**config.mk**
```make
export PLATFORM = sky130hd
export DESIGN_NAME = affine_seq
export DESIGN_NICKNAME = d
export VERILOG_FILES = /design/src/rtl/affine_seq.sv
export SDC_FILE = /design/constraint.sdc
export NUM_CORES = 1
export LEC_CHECK = 0
export ABC_AREA = 1
export BUFFER_PORTS_ARGS = -buffer_cell sky130_fd_sc_hd__buf_2
export CORE_ASPECT_RATIO = 1.1
export CORE_MARGIN = 5
export CORE_UTILIZATION = 46
export CTS_BUF_LIST = sky130_fd_sc_hd__clkbuf_4 sky130_fd_sc_hd__clkbuf_8
export CTS_CLUSTER_DIAMETER = 60
export DETAILED_ROUTE_END_ITERATION = 7
export PLACE_DENSITY = 0.65
export SLEW_MARGIN = 20
export SYNTH_ARGS = -nofsm -noshare
export SYNTH_HDL_FRONTEND = slang
export SYNTH_SLANG_ARGS = --single-unit
```
**constraint.sdc**
```tcl
create_clock -name clk_i -period 8.79 [get_ports clk_i]
set_clock_uncertainty 0.2 [all_clocks]
set_input_delay 0.4395 -clock clk_i [delete_from_list [all_inputs] [get_ports clk_i]]
set_output_delay 0.4395 -clock clk_i [all_outputs]
set_load 0.01 [all_outputs]
```
**src/rtl/affine_seq.sv**
```systemverilog
// Micro-instruction sequencer driving the affine register file read/write ports.
// Optional AFFINE_SAT_EN: ADD/SUB/MUL saturate instead of wrapping.
`timescale 1ns/1ps

package affine_pkg;
  localparam int unsigned N = 16;
endpackage

module affine_seq
  import affine_pkg::*;
#(
  parameter int unsigned FRAC = 8
) (
  input  logic                clk_i,
  input  logic                rst_i,
  input  logic                instr_valid_i,
  output logic                instr_ready_o,
  input  logic [2:0]          op_i,
  input  logic [2:0]          dst_i,
  input  logic [2:0]          sa_i,
  input  logic [2:0]          sb_i,
  input  logic signed [N-1:0] imm_i,
  output logic [2:0]          rs_addr_o,
  input  logic signed [N-1:0] rs_data_i,
  output logic [2:0]          rd_addr_o,
  output logic signed [N-1:0] wd_data_o,
  output logic                wdual_o,
  output logic                done_o,
  output logic                err_o
);

  localparam int unsigned PW = 2 * N;

  localparam logic [2:0] ADDR_PARK = 3'd3;
  localparam logic [2:0] OP_NOP  = 3'd0;
  localparam logic [2:0] OP_MOV  = 3'd1;
  localparam logic [2:0] OP_ADD  = 3'd2;
  localparam logic [2:0] OP_SUB  = 3'd3;
  localparam logic [2:0] OP_MUL  = 3'd4;
  localparam logic [2:0] OP_LDI  = 3'd5;
  localparam logic [2:0] OP_DUAL = 3'd6;

  localparam logic signed [PW-1:0] MAXV = {{(PW-N+1){1'b0}}, {(N-1){1'b1}}};
  localparam logic signed [PW-1:0] MINV = ~MAXV;

  typedef enum logic [2:0] {S_IDLE, S_RDA, S_RDB, S_EX, S_WB} state_t;

  state_t               r_state, w_state;
  logic [2:0]           r_op, r_dst, r_sa, r_sb;
  logic [2:0]           w_op, w_dst, w_sa, w_sb;
  logic signed [N-1:0]  r_imm, w_imm;
  logic signed [N-1:0]  r_a, r_b, w_a, w_b;
  logic                 w_ready, w_wdual, w_done, w_err;
  logic [2:0]           w_rs_addr, w_rd_addr;
  logic signed [N-1:0]  w_wd_data, w_res;
  logic                 w_single;
  logic signed [PW-1:0] w_sum, w_diff, w_prod, w_shr;

  // Addresses 0..4 are readable (3 reads as zero); 5..7 are illegal.
  function automatic logic src_ok(input logic [2:0] a);
    return a <= 3'd4;
  endfunction

  function automatic logic dst_ok(input logic [2:0] a);
    return (a == 3'd1) || (a == 3'd2) || (a == 3'd4);
  endfunction

  function automatic logic signed [N-1:0] fit(input logic signed [PW-1:0] v);
`ifdef AFFINE_SAT_EN
    if (v > MAXV)      return MAXV[N-1:0];
    else if (v < MINV) return MINV[N-1:0];
    else               return v[N-1:0];
`else
    return v[N-1:0];
`endif
  endfunction

  assign w_sum  = PW'(r_a) + PW'(r_b);
  assign w_diff = PW'(r_a) - PW'(r_b);
  assign w_prod = PW'(r_a) * PW'(r_b);
  assign w_shr  = w_prod >>> FRAC;

  // Next-state and registered-output logic.
  always_comb begin
    w_state   = r_state;
    w_op      = r_op;
    w_dst     = r_dst;
    w_sa      = r_sa;
    w_sb      = r_sb;
    w_imm     = r_imm;
    w_a       = r_a;
    w_b       = r_b;
    w_ready   = 1'b0;
    w_rs_addr = ADDR_PARK;
    w_rd_addr = ADDR_PARK;
    w_wd_data = wd_data_o;
    w_wdual   = 1'b0;
    w_done    = 1'b0;
    w_err     = err_o;
    w_res     = '0;
    w_single  = 1'b0;

    case (r_state)
      S_IDLE: begin
        w_ready = 1'b1;
        if (instr_valid_i) begin
          w_op      = op_i;
          w_dst     = dst_i;
          w_sa      = sa_i;
          w_sb      = sb_i;
          w_imm     = imm_i;
          w_rs_addr = src_ok(sa_i) ? sa_i : ADDR_PARK;
          w_ready   = 1'b0;
          w_state   = S_RDA;
        end
      end
      S_RDA: begin
        w_a       = src_ok(r_sa) ? rs_data_i : '0;
        w_err     = err_o | ~src_ok(r_sa);
        w_rs_addr = src_ok(r_sb) ? r_sb : ADDR_PARK;
        w_state   = S_RDB;
      end
      S_RDB: begin
        w_b     = src_ok(r_sb) ? rs_data_i : '0;
        w_err   = err_o | ~src_ok(r_sb);
        w_state = S_EX;
      end
      S_EX: begin
        case (r_op)
          OP_NOP:  w_res = '0;
          OP_MOV:  begin w_res = r_a;         w_single = 1'b1; end
          OP_ADD:  begin w_res = fit(w_sum);  w_single = 1'b1; end
          OP_SUB:  begin w_res = fit(w_diff); w_single = 1'b1; end
          OP_MUL:  begin w_res = fit(w_shr);  w_single = 1'b1; end
          OP_LDI:  begin w_res = r_imm;       w_single = 1'b1; end
          OP_DUAL: begin w_res = r_a;         w_wdual  = 1'b1; end
          default: w_err = 1'b1;
        endcase
        // Single writes to a non-writable target stay parked and flag an error.
        if (w_single) begin
          if (dst_ok(r_dst)) w_rd_addr = r_dst;
          else               w_err     = 1'b1;
        end
        w_wd_data = w_res;
        w_done    = 1'b1;
        w_state   = S_WB;
      end
      S_WB: begin
        w_ready = 1'b1;
        w_state = S_IDLE;
      end
      default: begin
        w_ready = 1'b1;
        w_state = S_IDLE;
      end
    endcase
  end

  always_ff @(posedge clk_i or posedge rst_i) begin
    if (rst_i) begin
      r_state       <= S_IDLE;
      r_op          <= '0;
      r_dst         <= '0;
      r_sa          <= '0;
      r_sb          <= '0;
      r_imm         <= '0;
      r_a           <= '0;
      r_b           <= '0;
      instr_ready_o <= 1'b1;
      rs_addr_o     <= ADDR_PARK;
      rd_addr_o     <= ADDR_PARK;
      wd_data_o     <= '0;
      wdual_o       <= 1'b0;
      done_o        <= 1'b0;
      err_o         <= 1'b0;
    end else begin
      r_state       <= w_state;
      r_op          <= w_op;
      r_dst         <= w_dst;
      r_sa          <= w_sa;
      r_sb          <= w_sb;
      r_imm         <= w_imm;
      r_a           <= w_a;
      r_b           <= w_b;
      instr_ready_o <= w_ready;
      rs_addr_o     <= w_rs_addr;
      rd_addr_o     <= w_rd_addr;
      wd_data_o     <= w_wd_data;
      wdual_o       <= w_wdual;
      done_o        <= w_done;
      err_o         <= w_err;
    end
  end

endmodule
```
==> flow_metrics.env, run 1 <==
export IMPL_status="finished clean"
export IMPL_htreeDepth=3
export IMPL_drt_iter0_markers=703
export IMPL_cp_arrival_ns=6.53
export IMPL_insertion_delay_ns=0.38
export IMPL_holdBufCountCts=1
export IMPL_synth_main_ff_cell="dfrtp_1"
export IMPL_worst_slack_ns=2.33
export IMPL_ys_seq_area_share_pct=17.0
export IMPL_drive_above_1_share_pct=7.01
export IMPL_synth_avg_cell_area_um2=7.26
export IMPL_cts_buffers_inserted=9
export IMPL_synth_area_mm2=0.0132
export IMPL_setup_viol=0
export IMPL_grt_ovfl_total=0
export IMPL_cts_resized=0
export IMPL_worst_slew_pin_slew_ns=1.21
export IMPL_final_setup_tns_ns=0
export IMPL_rows=65
export IMPL_fin_crit_ns=6.46
export IMPL_hold_class="in2reg"
export IMPL_ys_ff_latch=89
export IMPL_drtAntennaViolNets=0
export IMPL_ios=73
export IMPL_clock_path_buffers=2
export IMPL_crit_required_ns=8.86
export IMPL_yosys_area_top_type="fa_1"
export IMPL_yosysWarnings=0
export IMPL_grt_max_degree=53
export IMPL_drtPass1Iterations=6
export IMPL_die_area_mm2=0.0321
export IMPL_timing_hold_ws_ns=0.0479
export IMPL_hold_viol=0
export IMPL_antenna_found_initial=0
export IMPL_post_cts_buffers=0
export IMPL_area_growth_pct=6.30
export IMPL_fin_crit_sh_pct=73.5
export IMPL_fp_dieW_um=171
export IMPL_die_y_um=187
export IMPL_crit_type="reg2reg"
export IMPL_grt_pass1_vias=12015
export IMPL_layout_commonest_cell="nand2_1"
export IMPL_track_usage_pct=23.9
export IMPL_synth_area_leaders="fa_1 28%, dfrtp_1 16%, nand2_1 16%"
export IMPL_clk_pin_slew_ns=0.09
export IMPL_hpwl_um=29500
export IMPL_start_util_pct=46.3
export IMPL_synth_edf_count=0
export IMPL_synthArstFlopShare_pct=100
export IMPL_place_congestion=0.905
export IMPL_grt_pass1_wl_um=61200
export IMPL_antenna_diode_count=0
export IMPL_synth_cell_types=48
export IMPL_fmax_ghz=0.155
export IMPL_timing_slew_headroom_pct=19.1
export IMPL_critPathCaptureType="flip-flop"
export IMPL_syn_inst=1813
export IMPL_syn_nets=2133
export IMPL_core_mm2=0.0285
export IMPL_most_common_layout_cells="549 x nand2_1, 454 x inv_1, 187 x fa_1"
export IMPL_clock_root_buffer="clkbuf_8"
export IMPL_drcViolationCount=0
export IMPL_wl_per_cell_um=16.6
export IMPL_cts_tree="built"
export IMPL_via_per_inst=5.16
export IMPL_final_max_slew_viol_count=0
export IMPL_numPortBuffers=72
export IMPL_setup_worst_path_start_class="flip-flop"
export IMPL_crit_path_max_fanout=19
export IMPL_via_count=11385
export IMPL_synth_top_area_share_pct=28.4
export IMPL_dp_slack_ns=2.35
export IMPL_nets=2155
export IMPL_drt_wl_total_um=36700
export IMPL_rsz0062_at_grt="false"
export IMPL_drv_cap=0
export IMPL_cts_sinks=89
-- worst max-delay path, cell delays in order (launching register included) --
cell	delay [ns]
dfrtp_1	0.95
nand2_1	0.18
fa_1	0.57
inv_1	0.05
fa_1	0.50
inv_1	0.06
fa_1	0.53
inv_1	0.05
fa_1	0.47
fa_1	0.50
inv_1	0.05
fa_1	0.49
inv_1	0.05
ha_1	0.33
a21oi_1	0.21
nand2_1	0.08
a21oi_1	0.22
nand2_1	0.16
o21ai_0	0.35
nand3_1	0.19
nand2_1	0.10
nand2_1	0.05
-- state kept, by name, summed over array words and instances (netlist names) --
register	flops
r_a	16
wdual_o	1
r_sa	3
err_o	1
rs_addr_o	3
wd_data_o	16
r_op	3
done_o	1
r_imm	16
r_sb	3
instr_ready_o	1
r_state	3
rd_addr_o	3
r_b	16
r_dst	3
-- cells in the mapped netlist (all sizes together) (2+ instances only) --
| cell | number |
|---|---|
| a22oi | 14 |
| nor2 | 71 |
| dfstp | 5 |
| nand4 | 5 |
| or2 | 9 |
| buf | 25 |
| o22ai | 12 |
| a21oi | 53 |
| inv | 460 |
| fa | 187 |
| nand2 | 549 |
| ha | 86 |
| nand3b | 3 |
| xor2 | 16 |
| nand3 | 75 |
| o31ai | 5 |
| nor3 | 15 |
| o21ai | 61 |
| dfrtp | 84 |
| o21bai | 7 |
| clkbuf | 49 |
| a21o | 7 |
| xnor2 | 2 |
-- cells by family (layout without fill, tap and decap cells) --
group,count (synthesis),count (layout),synth area share [%]
buf+inv,535,562,15.5
simple gates,729,729,22.2
xor+xnor,18,18,1.20
flops,89,89,17.0
compound gates,169,169,7.50
fa+ha+maj,273,273,36.6
-- layout make-up --
cell class | count | area [µm²]
flip-flops and latches | 89 | 2230
inverters | 461 | 1740
fillers | 2944 | 14500
clock inverters | 4 | 53.8
repair buffers | 85 | 460
multi-input cells | 1189 | 8900
clock buffers | 12 | 153
well taps | 368 | 460
-- per-stage QoR --
stage,instance area [µm²],utilization [%],std cells
2_1_floorplan,13200,-,1813
3_3_place_gp,13800,48.4,2191
3_5_place_dp,13800,48.4,2191
4_1_cts,14000,49.2,2208
5_1_grt,14000,49.2,2208
6_report,14000,49.2,2208
-- path summary, 6_finish.rpt --
path / end / slack [ns] / cells after the start / start
hold / removal: instr_ready_o / 0.05 / 2 / instr_valid_i
max in group asynchronous: wd_data_o[4] / 6.76 / 4 / rst_i
setup reg to reg: wd_data_o[7] / 2.33 / 21 / r_a[7]
hold reg to reg: r_sa[2] / 0.28 / 2 / r_sa[2]
min in group asynchronous: r_state[0] / 0.50 / 3 / rst_i
setup / recovery: wd_data_o[7] / 2.33 / 21 / r_a[7]
-- per-layer routing --
| layer | up-vias | GRT usage, % | wire [µm] |
|---|---|---|---|
| met5 | - | 0 | 0 |
| met4 | 0 | 8.17 | 1430 |
| met3 | 82 | 2.07 | 1830 |
| met2 | 336 | 42.1 | 18600 |
| met1 | 5573 | 30.7 | 14700 |
| li1 | 5394 | - | - |
Power of run 1 is not shown: default switching activity piles up to over one toggle a cycle in this logic, so the estimate is an artifact.
==> run 2: changes to the inputs <==
ABC_AREA = 0   (was 1)
PLACE_DENSITY = 0.67   (was 0.65)
clock period = 5.7 ns   (was 8.79 ns; I/O delays follow)
==> flow_metrics.env, run 2 <==
export IMPL_status="finished with violations"
export IMPL_synth_main_ff_cell="dfrtp_1"
export IMPL_die_y_um=181
export IMPL_core_mm2=0.0262
export IMPL_yosysMostFrequentCell="inv_1"
export IMPL_via_per_inst=5.28
export IMPL_synth_cell_types=59
export IMPL_hold_class="in2reg"
export IMPL_r2r_start="r_b[4]"
export IMPL_syn_inst=1316
export IMPL_synth_top_area_share_pct=30.6
export IMPL_setup_viol=11
export IMPL_synth_common_cells="255 x inv_1, 187 x fa_1, 137 x nand2_1"
export IMPL_ys_seq_area_share_pct=18.2
export IMPL_ys_ff_latch=89
export IMPL_r2r_cells=22
export IMPL_syn_nets=1636
export IMPL_cp_arrival_ns=6.02
export IMPL_critPathTopFamily="adder cells"
export IMPL_track_usage_pct=23.5
export IMPL_final_max_slew_viol_count=0
export IMPL_setup_worst_path_start_class="flip-flop"
export IMPL_synthArstFlopShare_pct=100
export IMPL_fp_dieW_um=166
export IMPL_crit_path_max_fanout=4
export IMPL_hold_start="instr_valid_i"
export IMPL_synth_area_mm2=0.0122
export IMPL_via_count=9876
export IMPL_r2r_end="wd_data_o[14]"
export IMPL_start_util_pct=46.7
export IMPL_hpwl_um=26700
export IMPL_hold_viol=0
export IMPL_drt_iter0_markers=607
export IMPL_antenna_found_initial=0
export IMPL_nets=1835
export IMPL_layout_commonest_cell="inv_1"
export IMPL_synth_edf_count=0
export IMPL_ios=73
export IMPL_insertion_delay_ns=0.38
export IMPL_place_congestion=0.927
export IMPL_rsz0062_at_grt="true"
export IMPL_violations="negative setup slack"
export IMPL_rows=62
export IMPL_final_cells=1872
export IMPL_most_common_layout_cells="247 x inv_1, 181 x fa_1, 132 x nand2_1"
export IMPL_fmax_ghz=0.167
export IMPL_crit_type="reg2reg"
export IMPL_drtAntennaViolNets=0
export IMPL_synth_avg_cell_area_um2=9.31
export IMPL_cts_buffers_inserted=9
export IMPL_fin_crit_sh_pct=105
export IMPL_cts_tree="built"
export IMPL_drt_wl_total_um=34200
export IMPL_drtPass1Iterations=5
export IMPL_max_stage_delay_ns=0.52
export IMPL_yosysWarnings=0
export IMPL_drv_cap=0
export IMPL_die_area_mm2=0.0300
export IMPL_clock_root_buffer="clkbuf_8"
export IMPL_worst_slew_pin_slew_ns=1.04
export IMPL_critPathCaptureType="flip-flop"
export IMPL_dp_slack_ns=-0.367
export IMPL_synth_area_leaders="fa_1 31%, dfrtp_1 17%, ha_1 8.8%"
export IMPL_hold_end="rs_addr_o[1]"
export IMPL_drcViolationCount=0
export IMPL_area_growth_pct=23.3
export IMPL_wl_per_cell_um=18.3
export IMPL_grt_pass1_vias=10675
export IMPL_fin_crit_ns=5.99
export IMPL_htreeDepth=3
export IMPL_cts_sinks=89
export IMPL_rrSetupSlack_ns=-0.29
export IMPL_clock_path_buffers=2
export IMPL_critPathBufInv=5
export IMPL_slowest_stage="fa_1"
export IMPL_yosys_area_top_type="fa_1"
export IMPL_antenna_diode_count=0
export IMPL_timing_critical_path_from="r_b[4]"
export IMPL_numPortBuffers=72
export IMPL_cp_common_cell="fa_1"
export IMPL_grt_max_degree=60
export IMPL_timing_slew_headroom_pct=30.6
export IMPL_crit_required_ns=5.73
export IMPL_clk_pin_slew_ns=0.10
export IMPL_place_inst=1782
export IMPL_worst_slack_ns=-0.286
export IMPL_holdPathStages=4
export IMPL_drive_above_1_share_pct=24.1
export IMPL_final_util_pct=57.6
export IMPL_grt_ovfl_total=0
export IMPL_grt_pass1_wl_um=56100
export IMPL_crit_chain="buf_12 -> and2_4 -> fa_1 -> inv_1 -> fa_1 -> fa_1 -> inv_2 -> fa_1 -> fa_1 -> inv_2 -> fa_1 -> inv_2 -> ha_4 -> a21oi_4 -> nand2_2 -> a2111oi_4 -> a21oi_4 -> o21a_1 -> a21oi_2 -> mux2i_1 -> a211oi_1 -> a21oi_1"
[run 2: changes by cell type in the layout (fill, tap and decap cells not counted), sizes merged, moves of 42 or more]
cell / change
nand3: -64
xnor2: +42
inv: -201
buf: +140
and2: +114
nor2: -45
dlygate4sd3: +44
nand2: -412
[run 2: worst reg2reg max path: stages (launching register included)]
cell	delay, ns
dfrtp_2	0.46
buf_12	0.14
and2_4	0.13
fa_1	0.52
inv_1	0.05
fa_1	0.45
fa_1	0.51
inv_2	0.04
fa_1	0.47
fa_1	0.51
inv_2	0.05
fa_1	0.50
inv_2	0.05
ha_4	0.24
a21oi_4	0.19
nand2_2	0.10
a2111oi_4	0.33
a21oi_4	0.14
o21a_1	0.25
a21oi_2	0.19
mux2i_1	0.09
a211oi_1	0.18
a21oi_1	0.06
[run 2: layout make-up]
class | count | area [µm²]
repair buffers | 269 | 2090
fillers | 2287 | 11100
clock inverters | 7 | 100
multi-input cells | 889 | 9120
well taps | 352 | 440
clock buffers | 9 | 124
inverters | 257 | 966
flip-flops and latches | 89 | 2250
[run 2: per-layer routing]
metal	vias to the layer above	share of wire, %	track usage (%)
met5	-	0	0
met4	0	3.1	7.06
met3	69	4.7	3.24
met2	287	49	39.3
met1	5008	43	31.9
li1	4512	-	-
[run 2: worst max-delay path by stage]
stage,endpoint,cells after the start
after floorplan,wd_data_o[14],23
after global placement,wd_data_o[9],23
after detailed placement,wd_data_o[9],22
after CTS,wd_data_o[14],23
after global routing,wd_data_o[15],23
final,wd_data_o[14],22
[run 2: cell families after synthesis]
family	synth area share, %
buf+inv	10.5
simple gates	13.6
fa+ha+maj	39.4
compound gates	10.8
flops	18.2
xor+xnor	4.72
mux	2.74
[run 2: per-stage QoR]
step | setup TNS, ns | hold slack (ns) | instance area (µm²)
after detailed placement | -2.51 | 0.130 | 13800
after global placement | -1.38 | 0.125 | 13800
after floorplan | -0.0277 | 0.218 | 12400
after global routing | -4.04 | 0.105 | 15100
final | -2.02 | 0.0982 | 15100
after CTS | -0.590 | 0.0733 | 14900
[run 2: repair_timing]
item                       4_1_cts  5_1_grt
setup buffers                   25        7
setup endpoints to repair       12       12
pin swaps                       55       18
hold endpoints to repair        93        0
hold buffers                    45        0
resized for setup               73       23
Power of run 2 is left out for the same reason.
==> run 3: changes to the inputs <==
CORE_UTILIZATION = 30   (was 46)
PLACE_DENSITY = 0.49   (was 0.67)
==> flow_metrics.env, run 3 (synthesized netlist as in run 2, its figures left out) <==
export IMPL_status="finished with violations"
export IMPL_violations="negative hold slack, negative setup slack"
export IMPL_fp_dieW_um=203
export IMPL_cts_tree="built"
export IMPL_holdPathStages=2
export IMPL_drcViolationCount=0
export IMPL_final_max_slew_viol_count=0
export IMPL_use_met1_pct=21.6
export IMPL_place_congestion=0.869
export IMPL_hold_viol=1
export IMPL_die_area_mm2=0.0450
export IMPL_antenna_found_initial=1
export IMPL_insertion_delay_ns=0.37
export IMPL_worst_slack_ns=-0.211
export IMPL_setup_viol=10
export IMPL_layout_commonest_cell="inv_1"
export IMPL_grt_ovfl_total=0
export IMPL_area_growth_pct=23.8
export IMPL_ios=73
export IMPL_rsz0062_at_grt="true"
export IMPL_r2r_end="wd_data_o[13]"
export IMPL_hold_start="rs_data_i[7]"
export IMPL_drt_wl_total_um=36100
export IMPL_clock_root_buffer="clkbuf_8"
export IMPL_cp_arrival_ns=5.95
export IMPL_met2_usage_pct=28.8
export IMPL_fin_crit_ns=5.91
export IMPL_wl_per_cell_um=17.7
export IMPL_grt_max_degree=47
export IMPL_die_y_um=222
export IMPL_most_common_layout_cells="246 x inv_1, 181 x fa_1, 149 x buf_4"
export IMPL_nFillCells=4070
export IMPL_core_mm2=0.0403
export IMPL_hold_class="in2reg"
export IMPL_worst_slew_pin_slew_ns=0.856
export IMPL_drtAntennaViolNets=0
export IMPL_timing_hold_ws_ns=-0.000711
export IMPL_fin_crit_sh_pct=104
export IMPL_critPathCaptureType="flip-flop"
export IMPL_nets=1840
export IMPL_grt_pass1_wl_um=58900
export IMPL_via_count=9638
export IMPL_r2r_cells=23
export IMPL_clock_path_buffers=2
export IMPL_setup_worst_path_start_class="flip-flop"
export IMPL_rows=77
export IMPL_dp_slack_ns=-0.442
export IMPL_htreeDepth=3
export IMPL_track_usage_pct=16.4
export IMPL_cts_buffers_inserted=9
export IMPL_via_per_inst=4.73
export IMPL_timing_slew_headroom_pct=42.8
export IMPL_rrSetupSlack_ns=-0.21
export IMPL_drt_iter0_markers=568
export IMPL_r2r_start="r_a[5]"
export IMPL_drv_cap=0
export IMPL_hpwl_um=29200
export IMPL_fmax_ghz=0.169
export IMPL_drive_above_1_share_pct=23.6
export IMPL_use_met3_pct=2.22
export IMPL_start_util_pct=30.4
export IMPL_crit_required_ns=5.74
export IMPL_crit_path_max_fanout=5
export IMPL_grt_pass1_vias=10734
export IMPL_grt_busiest_layer="met2"
export IMPL_numPortBuffers=72
export IMPL_clk_pin_slew_ns=0.10
export IMPL_drtPass1Iterations=6
export IMPL_crit_type="reg2reg"
export IMPL_hold_end="r_a[7]"
export IMPL_cts_sinks=89
run 3: routing by layer:
layer  wire, µm  share of wire [%]  up-vias
li1           -                  -     4522
met1      16100                 45     4889
met2      18100                 50      194
met3       1270                3.5       33
met4        649                1.8        0
met5          0                  0        -
run 3: metrics by stage:
| step | hold WS, ns | util [%] | instance area, µm² | setup TNS, ns | std cells |
|---|---|---|---|---|---|
| 2_1_floorplan | 0.218 | - | 12400 | -0.0277 | 1316 |
| 3_3_place_gp | 0.233 | 34.7 | 14000 | -2.79 | 1949 |
| 3_5_place_dp | 0.246 | 34.7 | 14000 | -3.32 | 1949 |
| 4_1_cts | 0.00354 | 37.3 | 15000 | -1.39 | 2032 |
| 5_1_grt | 0.00198 | 37.7 | 15200 | -3.67 | 2039 |
| 6_report | -0.000711 | 37.7 | 15200 | -1.35 | 2039 |
run 3: layout make-up:
| class | count | area [µm²] | share of cell area [%] |
|---|---|---|---|
| multi-input cells | 889 | 9010 | 59.4 |
| well taps | 513 | 642 | 4.23 |
| flip-flops and latches | 89 | 2250 | 14.9 |
| diodes | 1 | 2.50 | 0.0165 |
| clock inverters | 4 | 77.6 | 0.512 |
| inverters | 257 | 966 | 6.37 |
| repair buffers | 274 | 2070 | 13.6 |
| clock buffers | 12 | 146 | 0.965 |
run 3: how the worst max path moves through the flow:
stage	start	to	slack (ns)	cells after the start
2_1_floorplan	r_b[4]	wd_data_o[14]	-0.03	23
6_report	r_a[5]	wd_data_o[13]	-0.21	23
3_3_place_gp	r_a[8]	wd_data_o[14]	-0.39	22
4_1_cts	r_a[5]	wd_data_o[14]	-0.20	23
3_5_place_dp	r_a[8]	wd_data_o[14]	-0.44	22
5_1_grt	r_b[5]	wd_data_o[14]	-0.44	22
run 3: critical path: stages (launching register included):
cell and delay (ns):
dfrtp_2 0.46, buf_6 0.13, and2_1 0.15, fa_1 0.48
inv_1 0.05, fa_1 0.52, fa_1 0.45, fa_1 0.55
inv_1 0.05, fa_1 0.47, inv_1 0.05, fa_1 0.47
inv_1 0.04, ha_1 0.26, inv_1 0.05, a21oi_2 0.11
o2111ai_1 0.11, a21o_1 0.24, a21oi_4 0.23, o21a_1 0.24
a21oi_2 0.09, buf_4 0.14, xor2_1 0.15, o21ai_1 0.08
run 3: repair_timing:
| action | CTS | global route |
|---|---|---|
| endpoints found under the setup margin | 12 | 12 |
| resized for setup | 56 | 17 |
| hold buffers | 42 | 0 |
| hold endpoints to repair | 99 | 0 |
| pin swaps | 30 | 16 |
| buffers inserted | 27 | 6 |
Power of run 3 is left out for the same reason.
